--- config.mk ---
export PLATFORM = sky130hd
export DESIGN_NAME = fifo_flags
export DESIGN_NICKNAME = d
export VERILOG_FILES = /design/src/rtl/fifo_flags.sv
export SDC_FILE = /design/constraint.sdc
export NUM_CORES = 1
export LEC_CHECK = 0
export CAP_MARGIN = 10
export CORE_UTILIZATION = 55
export CTS_BUF_LIST = sky130_fd_sc_hd__clkbuf_4
export DETAILED_ROUTE_END_ITERATION = 8
export PLACE_DENSITY_LB_ADDON = 0.3
export SLEW_MARGIN = 15
export SYNTH_ARGS = -nofsm -noshare
export SYNTH_HDL_FRONTEND = slang
export SYNTH_SLANG_ARGS = --single-unit
export TNS_END_PERCENT = 1
--- constraint.sdc ---
create_clock -name i_clk -period 3.5 [get_ports i_clk]
set_input_delay 0.525 -clock i_clk [delete_from_list [all_inputs] [get_ports i_clk]]
set_output_delay 0.525 -clock i_clk [all_outputs]
set_load 0.005 [all_outputs]
--- src/rtl/fifo_flags.sv ---
// Synchronous first-word-fall-through FIFO with occupancy count and programmable almost-full/almost-empty flags.
// Sticky overflow/underflow registers are built only when FIFO_ERR_FLAGS_EN is defined; otherwise those outputs are tied to 0.
module fifo_flags #(
    parameter int NB_DATA         = 8,
    parameter int PTR_LEN         = 4,
    parameter int ALMOST_FULL_TH  = 12,
    parameter int ALMOST_EMPTY_TH = 2
) (
    input  logic               i_clk,
    input  logic               i_reset,
    input  logic               i_clear,
    input  logic               i_write_fifo,
    input  logic [NB_DATA-1:0] i_data_to_write,
    input  logic               i_read_fifo,
    output logic [NB_DATA-1:0] o_data_to_read,
    output logic               o_fifo_is_empty,
    output logic               o_fifo_is_full,
    output logic               o_almost_full,
    output logic               o_almost_empty,
    output logic [PTR_LEN:0]   o_count,
    output logic               o_overflow,
    output logic               o_underflow
);

    localparam int             DEPTH     = 2 ** PTR_LEN;
    localparam logic [PTR_LEN:0] DEPTH_CNT = (PTR_LEN + 1)'(DEPTH);
    localparam logic [PTR_LEN:0] AF_TH     = (PTR_LEN + 1)'(ALMOST_FULL_TH);
    localparam logic [PTR_LEN:0] AE_TH     = (PTR_LEN + 1)'(ALMOST_EMPTY_TH);

    logic [NB_DATA-1:0] mem [DEPTH];
    logic [PTR_LEN-1:0] wptr;
    logic [PTR_LEN-1:0] rptr;
    logic [PTR_LEN:0]   count;
    logic               empty;
    logic               full;
    logic               rd_ok;
    logic               wr_ok;

    assign empty = (count == '0);
    assign full  = (count == DEPTH_CNT);
    // A full FIFO still accepts a write when a pop frees a slot in the same cycle.
    assign rd_ok = i_read_fifo & ~empty;
    assign wr_ok = i_write_fifo & (~full | rd_ok);

    always_ff @(posedge i_clk or posedge i_reset) begin
        if (i_reset) begin
            wptr  <= '0;
            rptr  <= '0;
            count <= '0;
        end else if (i_clear) begin
            wptr  <= '0;
            rptr  <= '0;
            count <= '0;
        end else begin
            if (wr_ok)
                wptr <= wptr + 1'b1;
            if (rd_ok)
                rptr <= rptr + 1'b1;
            case ({wr_ok, rd_ok})
                2'b10:   count <= count + 1'b1;
                2'b01:   count <= count - 1'b1;
                default: count <= count;
            endcase
        end
    end

    // Storage is not reset; reset and flush are gated so a coinciding write is dropped.
    always_ff @(posedge i_clk) begin
        if (wr_ok && !i_clear && !i_reset)
            mem[wptr] <= i_data_to_write;
    end

`ifdef FIFO_ERR_FLAGS_EN
    logic overflow_q;
    logic underflow_q;

    always_ff @(posedge i_clk or posedge i_reset) begin
        if (i_reset) begin
            overflow_q  <= 1'b0;
            underflow_q <= 1'b0;
        end else if (i_clear) begin
            overflow_q  <= 1'b0;
            underflow_q <= 1'b0;
        end else begin
            if (i_write_fifo && !wr_ok)
                overflow_q <= 1'b1;
            if (i_read_fifo && empty)
                underflow_q <= 1'b1;
        end
    end

    assign o_overflow  = overflow_q;
    assign o_underflow = underflow_q;
`else
    assign o_overflow  = 1'b0;
    assign o_underflow = 1'b0;
`endif

    assign o_data_to_read  = mem[rptr];
    assign o_count         = count;
    assign o_fifo_is_empty = empty;
    assign o_fifo_is_full  = full;
    assign o_almost_full   = (count >= AF_TH);
    assign o_almost_empty  = (count <= AE_TH);

endmodule

==> run_results.csv, run 1 <==
group,metric,value,unit
sta,fin_skew,22.79,ps
sta,fin_crit_sh,93.51,%
cts,holdBufCountCts,0,
cts,clkLatencyLatePin,510,ps
routing,dr.pass1.iters,4,
routing,vias,2868,
logic_synthesis,ys_types,42,
cts,cts_root_buf,"clkbuf_4",
floorplanning,ios,32,
worst_hold_path,hold_class,"in2async",
placed_design,place_inst,454,
global_route,grt_pass1_vias,2926,
global_route,grt.total_usage,22.69,%
power_and_ir_drop,power_density,594.7,nW/µm²
cts,cts.clk_slew.worst_paths,130,ps
logic_synthesis,ys_warn_count,0,
cts,cts_max_path_buffers,2,
critical_path,cpMostUsedCell,"mux4_2",
final_layout,diodes,0,
power_and_ir_drop,share_seq_of_total_power,49.5,%
logic_synthesis,synth-seq-cells,141,
floorplanning,initial_utilization,56.89,%
power_and_ir_drop,swShare,29.39,%
sta,holdWs,374.4,ps
global_route,antenna_found_initial,0,
cts,cts_buffers,17,
sta,max_freq,0.3055,GHz
logic_synthesis,synthArstFlopShare,9.220,%
critical_path,crit_type,"reg2out",
final_layout,final_cells,486,
floorplanning,dieHeight,105.6,µm
power_and_ir_drop,leakagePower,2.147,nW
cts,post_cts_buffers,0,
power_and_ir_drop,irDropWorstVdd,0.3942,mV
final_layout,nets,359,
sta,worstMarginPinSlew,717.6,ps
critical_path,cp.required,2970,ps
final_layout,regArea,4170,µm²
critical_path,cp_slowest_cell,"mux4_2",
routing,drtIter0Drc,303,
critical_path,endpoint_kind,"primary output",
logic_synthesis,avgSynthCellArea,19.53,µm²
routing,viasPerCell,5.901,
logic_synthesis,synth.top_cells.by_area,"edfxtp_1, mux4_2, dfrtp_1",
critical_path,path_max_fanout,19,
routing,drt-total-wl,11.41,mm
routing,ant_nets,0,
sta,final.min_clock_period,3273,ps
power_and_ir_drop,p_sw,1.152,mW
floorplanning,row_count,37,
floorplanning,fp.dieArea,11140,µm²
sta,maxSlewHeadroom,52.01,%
logic_synthesis,syn-cell-area,5899,µm²
placed_design,gp_congestion,0.7999,
critical_path,worstPathCellList,"buf_4 -> mux4_2 -> mux4_2 -> clkdlybuf4s50_1",
floorplanning,core_area,10370,µm²
global_route,grt_pass1_wl,17.82,mm
cts,htreeDepth,4,
power_and_ir_drop,p_int,2.768,mW
logic_synthesis,synth_top_cell_by_area,"edfxtp_1",
critical_path,reg2reg_depth,8,
logic_synthesis,seq_area_frac_synth,70.67,%
logic_synthesis,synth_top_area_share,65.15,%
routing,drcViolationCount,0,
placed_design,portBuffers,29,
cts,tritoncts,"done",
sta,hold_viol_final,0,
sta,setup_tns,0,ps
sta,setup_viol,0,
global_route,gr-total-overflow,0,
final_layout,area_delta_synth_final,11.75,%
cts,clock_sinks,141,
final_layout,nFillCells,746,
logic_synthesis,synth_edf_count,128,
sta,grt_setup_unrepaired,"false",
cts,cts_resized,0,
power_and_ir_drop,p_comb_share,24.1,%
logic_synthesis,synthFlopType,"edfxtp_1",
critical_path,start_kind,"register",
global_route,grt_max_degree,36,
routing,wl_per_cell,23.48,µm
run,maxCapViolCount,0,
placed_design,hpwlAfterDp,7.462,mm
sta,slew_violations,0,
critical_path,critical-path-max-stage-delay,610,ps
logic_synthesis,synthCells,302,
critical_path,arrival,2750,ps
final_layout,drive_gt1_share,24.29,%
power_and_ir_drop,clkPwrFrac,26.4,%
final_layout,multi_input_area,1602,µm²
floorplanning,dieWidth,105.6,µm
outcome,status,"completed",
==> cells in the mapped netlist (2+ instances only) <==
cell type,count
nand3_1,2
and3_1,2
o211ai_2,2
buf_1,2
or2_2,2
edfxtp_1,128
nand2_1,2
mux4_2,40
ha_1,8
nor2_1,13
mux2i_1,2
clkbuf_1,8
nor4b_1,4
inv_1,11
o2111ai_1,2
o211ai_1,5
o41ai_1,2
xnor2_1,3
and2_1,16
a21oi_1,2
dfrtp_1,13
o21ai_0,2
buf_4,3
xor2_1,3
buf_2,4
nand4b_1,2
nor2b_1,4
==> registers in the layout, summed over array words and instances, names as in the netlist <==
name and cells:
wptr 4, rptr 4, o_count 5, mem 128
==> worst max-delay path, delay by kind of cell, from the launching register on <==
family	cells	cell delay, ps
DFF	1	370
buffers and inverters	2	770
muxes	2	1110
==> worst paths after layout <==
kind | startpoint | to | slack [ps]
worst max-delay path | rptr[0]$_DFFE_PP0P_ | o_data_to_read[7] | 230
worst max register to register | o_count[0]$_DFFE_PP0P_ | o_count[4]$_DFFE_PP0P_ | 630
worst min-delay path | i_reset | o_count[3]$_DFFE_PP0P_ | 370
max in group asynchronous | i_reset | rptr[0]$_DFFE_PP0P_ | 2750
worst min register to register | wptr[1]$_DFFE_PP0P_ | wptr[1]$_DFFE_PP0P_ | 670
min in group i_clk | wptr[1]$_DFFE_PP0P_ | wptr[1]$_DFFE_PP0P_ | 670
==> layer usage <==
layer,track usage [%],share of wire [%]
met1,33.33,42
met2,32.75,48
met3,7.112,8.6
met4,7.341,1.1
met5,0,0
==> through the flow <==
| step | power, mW | util, % | setup slack [ps] | instance area [µm²] |
|---|---|---|---|---|
| floorplan | 2.594 | - | 1055 | 5903 |
| global placement | 2.912 | 60.79 | 686.0 | 6304 |
| detailed placement | 2.928 | 60.79 | 621.0 | 6304 |
| CTS | 3.947 | 63.57 | 187.7 | 6593 |
| global route | 4.091 | 63.57 | 61.02 | 6593 |
| finish | 3.921 | 63.57 | 227.1 | 6593 |
==> layout make-up <==
cell class	count	area share (%)
sequential	141	63.26
tap	136	2.581
clock buffer	18	2.050
clock inverter	14	2.334
inverter	11	0.6263
timing repair buffer	33	4.859
multi-input combinational	133	24.29
==> power by group through the flow <==
stage,registers [mW],logic [mW],clock network [mW]
4_1_cts,1.94,0.954,1.05
6_report,1.94,0.944,1.04
3_3_place_gp,1.98,0.936,0
5_1_grt,1.95,1.03,1.12
2_1_floorplan,1.95,0.639,0
3_5_place_dp,1.98,0.950,0
==> cell usage in the layout (no fill, tap or decap), drive strengths merged, types with 3 or more instances in the layout <==
cell           count
buf                4
o41ai              3
and2              17
o21ai              4
xnor2              3
o211ai             7
edfxtp           128
nor4b              4
mux4              40
nor2b              4
dfrtp             13
ha                 8
clkbuf            18
nor2              13
clkdlybuf4s50     29
clkinv             3
inv               18
xor2               3
clkinvlp           3
==> cells by family (layout without fill, tap and decap cells) <==
kind of cell	after synthesis	after routing	share of synthesized area (%)
muxes	43	43	15.80
DFF	141	141	70.67
buffers and inverters	29	76	2.248
adders and majority gates	9	9	2.036
and+or+nand+nor	50	50	5.005
other	1	2	0.06357
xor gates and xnor gates	6	6	0.8909
AOI/OAI and AO/OA	23	23	3.288
Note: power is estimated with default switching activity, not from simulation.
==> run 2, diff against run 1 <==
- CORE_UTILIZATION: 55 -> 51
- clock period: 3.5 -> 3.1 ns (I/O delays scaled with it)
==> run_results.csv, run 2 (synthesis gave the netlist of run 1 again) <==
group,metric,value,unit
outcome,status,"completed",
sta,final.min_clock_period,2936,ps
floorplanning,initial_utilization,53.48,%
sta,worstMarginPinSlew,633.7,ps
routing,viasPerCell,5.936,
global_route,gr-total-overflow,0,
global_route,grt.total_usage,20.95,%
placed_design,hpwlAfterDp,7.028,mm
critical_path,cp.required,2630,ps
sta,fin_skew,16.28,ps
power_and_ir_drop,p_comb_share,22.9,%
cts,cts.clk_slew.worst_paths,130,ps
floorplanning,row_count,38,
global_route,antenna_found_initial,0,
floorplanning,ios,32,
sta,setup_tns,0,ps
cts,cts_root_buf,"clkbuf_4",
critical_path,crit_type,"reg2out",
floorplanning,dieHeight,109.6,µm
sta,maxSlewHeadroom,57.62,%
power_and_ir_drop,share_seq_of_total_power,47.7,%
power_and_ir_drop,irDropWorstVdd,0.3071,mV
cts,htreeDepth,4,
power_and_ir_drop,leakagePower,2.247,nW
sta,fin_ws,163.6,ps
cts,cts_max_path_buffers,2,
sta,max_freq,0.3406,GHz
global_route,grt_pass1_vias,2970,
final_layout,final_util,61.10,%
cts,cts_buffers,17,
routing,wl_per_cell,22.20,µm
cts,clkLatencyLatePin,510,ps
critical_path,start_kind,"register",
routing,drtIter0Drc,254,
final_layout,largest_reg_flops,128,
sta,grt_setup_unrepaired,"false",
routing,drt-total-wl,11.08,mm
sta,fin_crit_sh,94.72,%
final_layout,final_area,6740,µm²
power_and_ir_drop,swShare,27.02,%
placed_design,gp_congestion,0.7805,
final_layout,area_delta_synth_final,14.25,%
power_and_ir_drop,p_int,3.345,mW
global_route,grt_pass1_wl,17.26,mm
power_and_ir_drop,p_sw,1.239,mW
critical_path,path_max_fanout,20,
global_route,grt_max_degree,36,
cts,clock_sinks,141,
critical_path,endpoint_kind,"primary output",
worst_hold_path,hold_class,"in2async",
power_and_ir_drop,power_density,680.0,nW/µm²
cts,tritoncts,"done",
final_layout,nets,369,
floorplanning,core_area,11030,µm²
final_layout,layout_commonest_cell,"edfxtp_1",
routing,dr.pass1.iters,4,
floorplanning,fp.dieArea,12000,µm²
run,maxCapViolCount,0,
routing,drcViolationCount,0,
floorplanning,dieWidth,109.6,µm
sta,slew_violations,0,
placed_design,pre_cts_ws,391.9,ps
sta,setup_viol,0,
routing,ant_nets,0,
sta,hold_viol_final,0,
final_layout,top_register,"mem",
final_layout,diodes,0,
critical_path,arrival,2470,ps
final_layout,final_cell_mix,"edfxtp_1, mux4_2, clkdlybuf4s50_1",
cts,post_cts_buffers,0,
placed_design,postPlaceCellArea,6409,µm²
placed_design,portBuffers,29,
power_and_ir_drop,clkPwrFrac,29.4,%
routing,vias,2962,
final_layout,drive_gt1_share,26.18,%
## run 2: cell types whose count changed in the layout (fill, tap and decap cells not counted), sizes merged
cell           before  now
clkinv              3    4
clkdlybuf4s50      29   21
clkbuf             18   17
dlygate4sd2         0    8
buf                 4   14
inv                18   16
clkinvlp            3    1
bufinv              1    4
## run 2: critical path, cell delays in order, from the launching register on
cell and delay, ps:
dfrtp_2 410, buf_12 210, mux4_2 590, mux4_2 480, dlygate4sd2_1 270
## run 2: power by group through the flow
stage / Sequential, mW / Clock (mW) / Combinational (mW)
after detailed placement: 2.23 / 0 / 1.08
after global routing: 2.20 / 1.46 / 1.15
after global placement: 2.22 / 0 / 1.07
after CTS: 2.19 / 1.37 / 1.06
after floorplan: 2.21 / 0 / 0.721
final: 2.19 / 1.35 / 1.05
## run 2: what timing repair did
action | 4_1_cts | 5_1_grt
setup endpoints to repair | 8 | 0
gates resized for setup | 9 | 0
hold buffers | 0 | 0
## run 2: stage by stage
| step | instances | hold WS (ps) | power [mW] |
|---|---|---|---|
| 3_3_place_gp | 468 | 603.0 | 3.292 |
| 5_1_grt | 499 | 321.2 | 4.802 |
| 6_report | 499 | 323.5 | 4.583 |
| 4_1_cts | 499 | 302.1 | 4.619 |
| 3_5_place_dp | 468 | 608.6 | 3.307 |
| 2_1_floorplan | 303 | 342.0 | 2.928 |
## run 2: path summary, 6_finish.rpt
kind | start | to | slack [ps] | cells after the start
setup / recovery | rptr[0]$_DFFE_PP0P_ | o_data_to_read[0] | 160 | 4
hold / removal | i_reset | o_count[2]$_DFFE_PP0P_ | 320 | 2
setup reg to reg | o_count[0]$_DFFE_PP0P_ | o_count[4]$_DFFE_PP0P_ | 370 | 8
hold reg to reg | wptr[1]$_DFFE_PP0P_ | wptr[1]$_DFFE_PP0P_ | 630 | 2
max in group asynchronous | i_reset | rptr[0]$_DFFE_PP0P_ | 2400 | 2
min in group i_clk | wptr[1]$_DFFE_PP0P_ | wptr[1]$_DFFE_PP0P_ | 630 | 2
## run 2: final cells by class
cell class              instances  area (µm²)
repair buffers                 43       414.1
multi-input cells             133        1602
inverters                      11       41.29
clock inverters                14       210.2
flip-flops and latches        141        4170
clock buffers                  17       127.6
well taps                     140       175.2
fillers                       790        4290
## run 2: per-layer routing
metal	track usage, %	share of wire, %	wire length, µm
met1	30.51	43	4764
met2	31.27	48	5369
met3	5.335	7.6	844
met4	6.857	0.91	101
met5	0	0	0
==> run 3, diff against run 2 <==
- CORE_ASPECT_RATIO: unset -> 1.25
==> run_results.csv, run 3 (synthesis gave the netlist of run 1 again) <==
group,metric,value,unit
outcome,status,"finished, violations left",
outcome,violations,"design-rule violations",
power_and_ir_drop,power_density,652.9,nW/µm²
sta,final.min_clock_period,2925,ps
final_layout,top_register,"mem",
cts,holdBufCountCts,0,
final_layout,diodes,0,
floorplanning,dieHeight,122.2,µm
floorplanning,fp.dieArea,12000,µm²
placed_design,portBuffers,29,
run,maxCapViolCount,0,
routing,dr.pass1.iters,7,
global_route,antenna_found_initial,0,
sta,max_freq,0.3419,GHz
critical_path,cp_slowest_cell,"mux4_2",
critical_path,arrival,2460,ps
floorplanning,core_area,11190,µm²
cts,cts_buffers,17,
sta,slew_violations,0,
placed_design,pre_cts_ws,358.5,ps
global_route,grt.total_usage,21.04,%
cts,clkLatencyLatePin,510,ps
final_layout,nets,375,
critical_path,worstPathCellList,"buf_12 -> mux4_2 -> mux4_2 -> dlygate4sd2_1",
sta,fin_crit_sh,94.36,%
sta,grt_setup_unrepaired,"false",
sta,fin_ws,174.8,ps
cts,clock_sinks,141,
routing,ant_nets,0,
worst_hold_path,hold_class,"in2async",
placed_design,gp_congestion,0.7765,
cts,cts_max_path_buffers,2,
critical_path,cp.required,2630,ps
final_layout,final_cell_mix,"edfxtp_1, mux4_2, clkdlybuf4s50_1",
routing,wl_per_cell,22.68,µm
routing,viasPerCell,5.818,
critical_path,endpoint_kind,"primary output",
global_route,grt_max_degree,28,
sta,hold_viol_final,0,
cts,htreeDepth,4,
critical_path,path_max_fanout,22,
final_layout,area_delta_synth_final,13.96,%
floorplanning,dieWidth,98.20,µm
floorplanning,initial_utilization,52.72,%
critical_path,start_kind,"register",
sta,maxSlewHeadroom,57.45,%
placed_design,hpwlAfterDp,7.303,mm
critical_path,crit_type,"reg2out",
routing,drcViolationCount,3,
critical_path,r2r_slack,360,ps
floorplanning,ios,32,
cts,cts_resized,12,
global_route,grt_pass1_vias,3057,
final_layout,drive_gt1_share,26.23,%
critical_path,cpMostUsedCell,"mux4_2",
cts,cts.clk_slew.worst_paths,110,ps
power_and_ir_drop,totalPowerFinal,4.389,mW
placed_design,place_inst,469,
sta,worstMarginPinSlew,629.3,ps
critical_path,critical-path-max-stage-delay,540,ps
floorplanning,row_count,43,
cts,cts_root_buf,"clkbuf_4",
global_route,gr-total-overflow,0,
final_layout,nFillCells,817,
power_and_ir_drop,leakagePower,2.242,nW
sta,setup_tns,0,ps
routing,vias,2915,
routing,drtIter0Drc,270,
final_layout,largest_reg_flops,128,
sta,fin_skew,11.85,ps
final_layout,layout_commonest_cell,"edfxtp_1",
final_layout,final_cells,501,
cts,tritoncts,"done",
sta,setup_viol,0,
power_and_ir_drop,irDropWorstVdd,0.4523,mV
routing,drt-total-wl,11.36,mm
cts,post_cts_buffers,0,
global_route,grt_pass1_wl,17.48,mm
-- run 3: cell count changes in the layout (fill, tap and decap cells not counted), sizes merged --
| cell | previous run | this run |
|---|---|---|
| clkinv | 4 | 8 |
| buf | 14 | 20 |
| inv | 16 | 11 |
| clkinvlp | 1 | 4 |
| bufinv | 4 | 3 |
-- run 3: area by class of cell --
class                      count  area, µm²  share of cell area [%]
inverter                      11      41.29                  0.6142
timing repair buffer          49      459.2                   6.830
sequential                   141       4170                   62.03
clock buffer                  17      127.6                   1.898
multi-input combinational    133       1602                   23.82
clock inverter                15      153.9                   2.289
tap                          135      168.9                   2.513
-- run 3: report_power, final --
part	switching [mW]	leakage, nW	internal (mW)
registers	0.0628	1.33	2.12
clock network	0.609	0.141	0.540
logic	0.480	0.775	0.579
-- run 3: path summary, 6_finish.rpt --
kind / start / endpoint / cells after the start
min in group i_clk: wptr[1]$_DFFE_PP0P_ / wptr[1]$_DFFE_PP0P_ / 2
worst max-delay path: rptr[0]$_DFFE_PP0P_ / o_data_to_read[2] / 4
worst min-delay path: i_reset / wptr[1]$_DFFE_PP0P_ / 2
worst min register to register: wptr[1]$_DFFE_PP0P_ / wptr[1]$_DFFE_PP0P_ / 2
worst max register to register: o_count[1]$_DFFE_PP0P_ / o_count[4]$_DFFE_PP0P_ / 8
max in group asynchronous: i_reset / rptr[0]$_DFFE_PP0P_ / 2
-- run 3: critical path: cells and delay by family (launching register included) --
family,cells,cell delay (ps)
flops,1,420
mux,2,1020
buf+inv,2,490
-- run 3: per-stage QoR --
stage	util, %	area [µm²]	hold slack (ps)
final	60.07	6723	290.2
after global routing	60.07	6723	356.4
after CTS	60.07	6723	280.2
after detailed placement	57.50	6435	603.2
after global placement	57.50	6435	593.8
after floorplan	-	5903	342.0
-- run 3: routing by layer --
metal	track usage [%]	part of all wire, %
met1	27.06	40
met2	35.30	53
met3	4.954	6.6
met4	7.836	1.0
met5	0	0
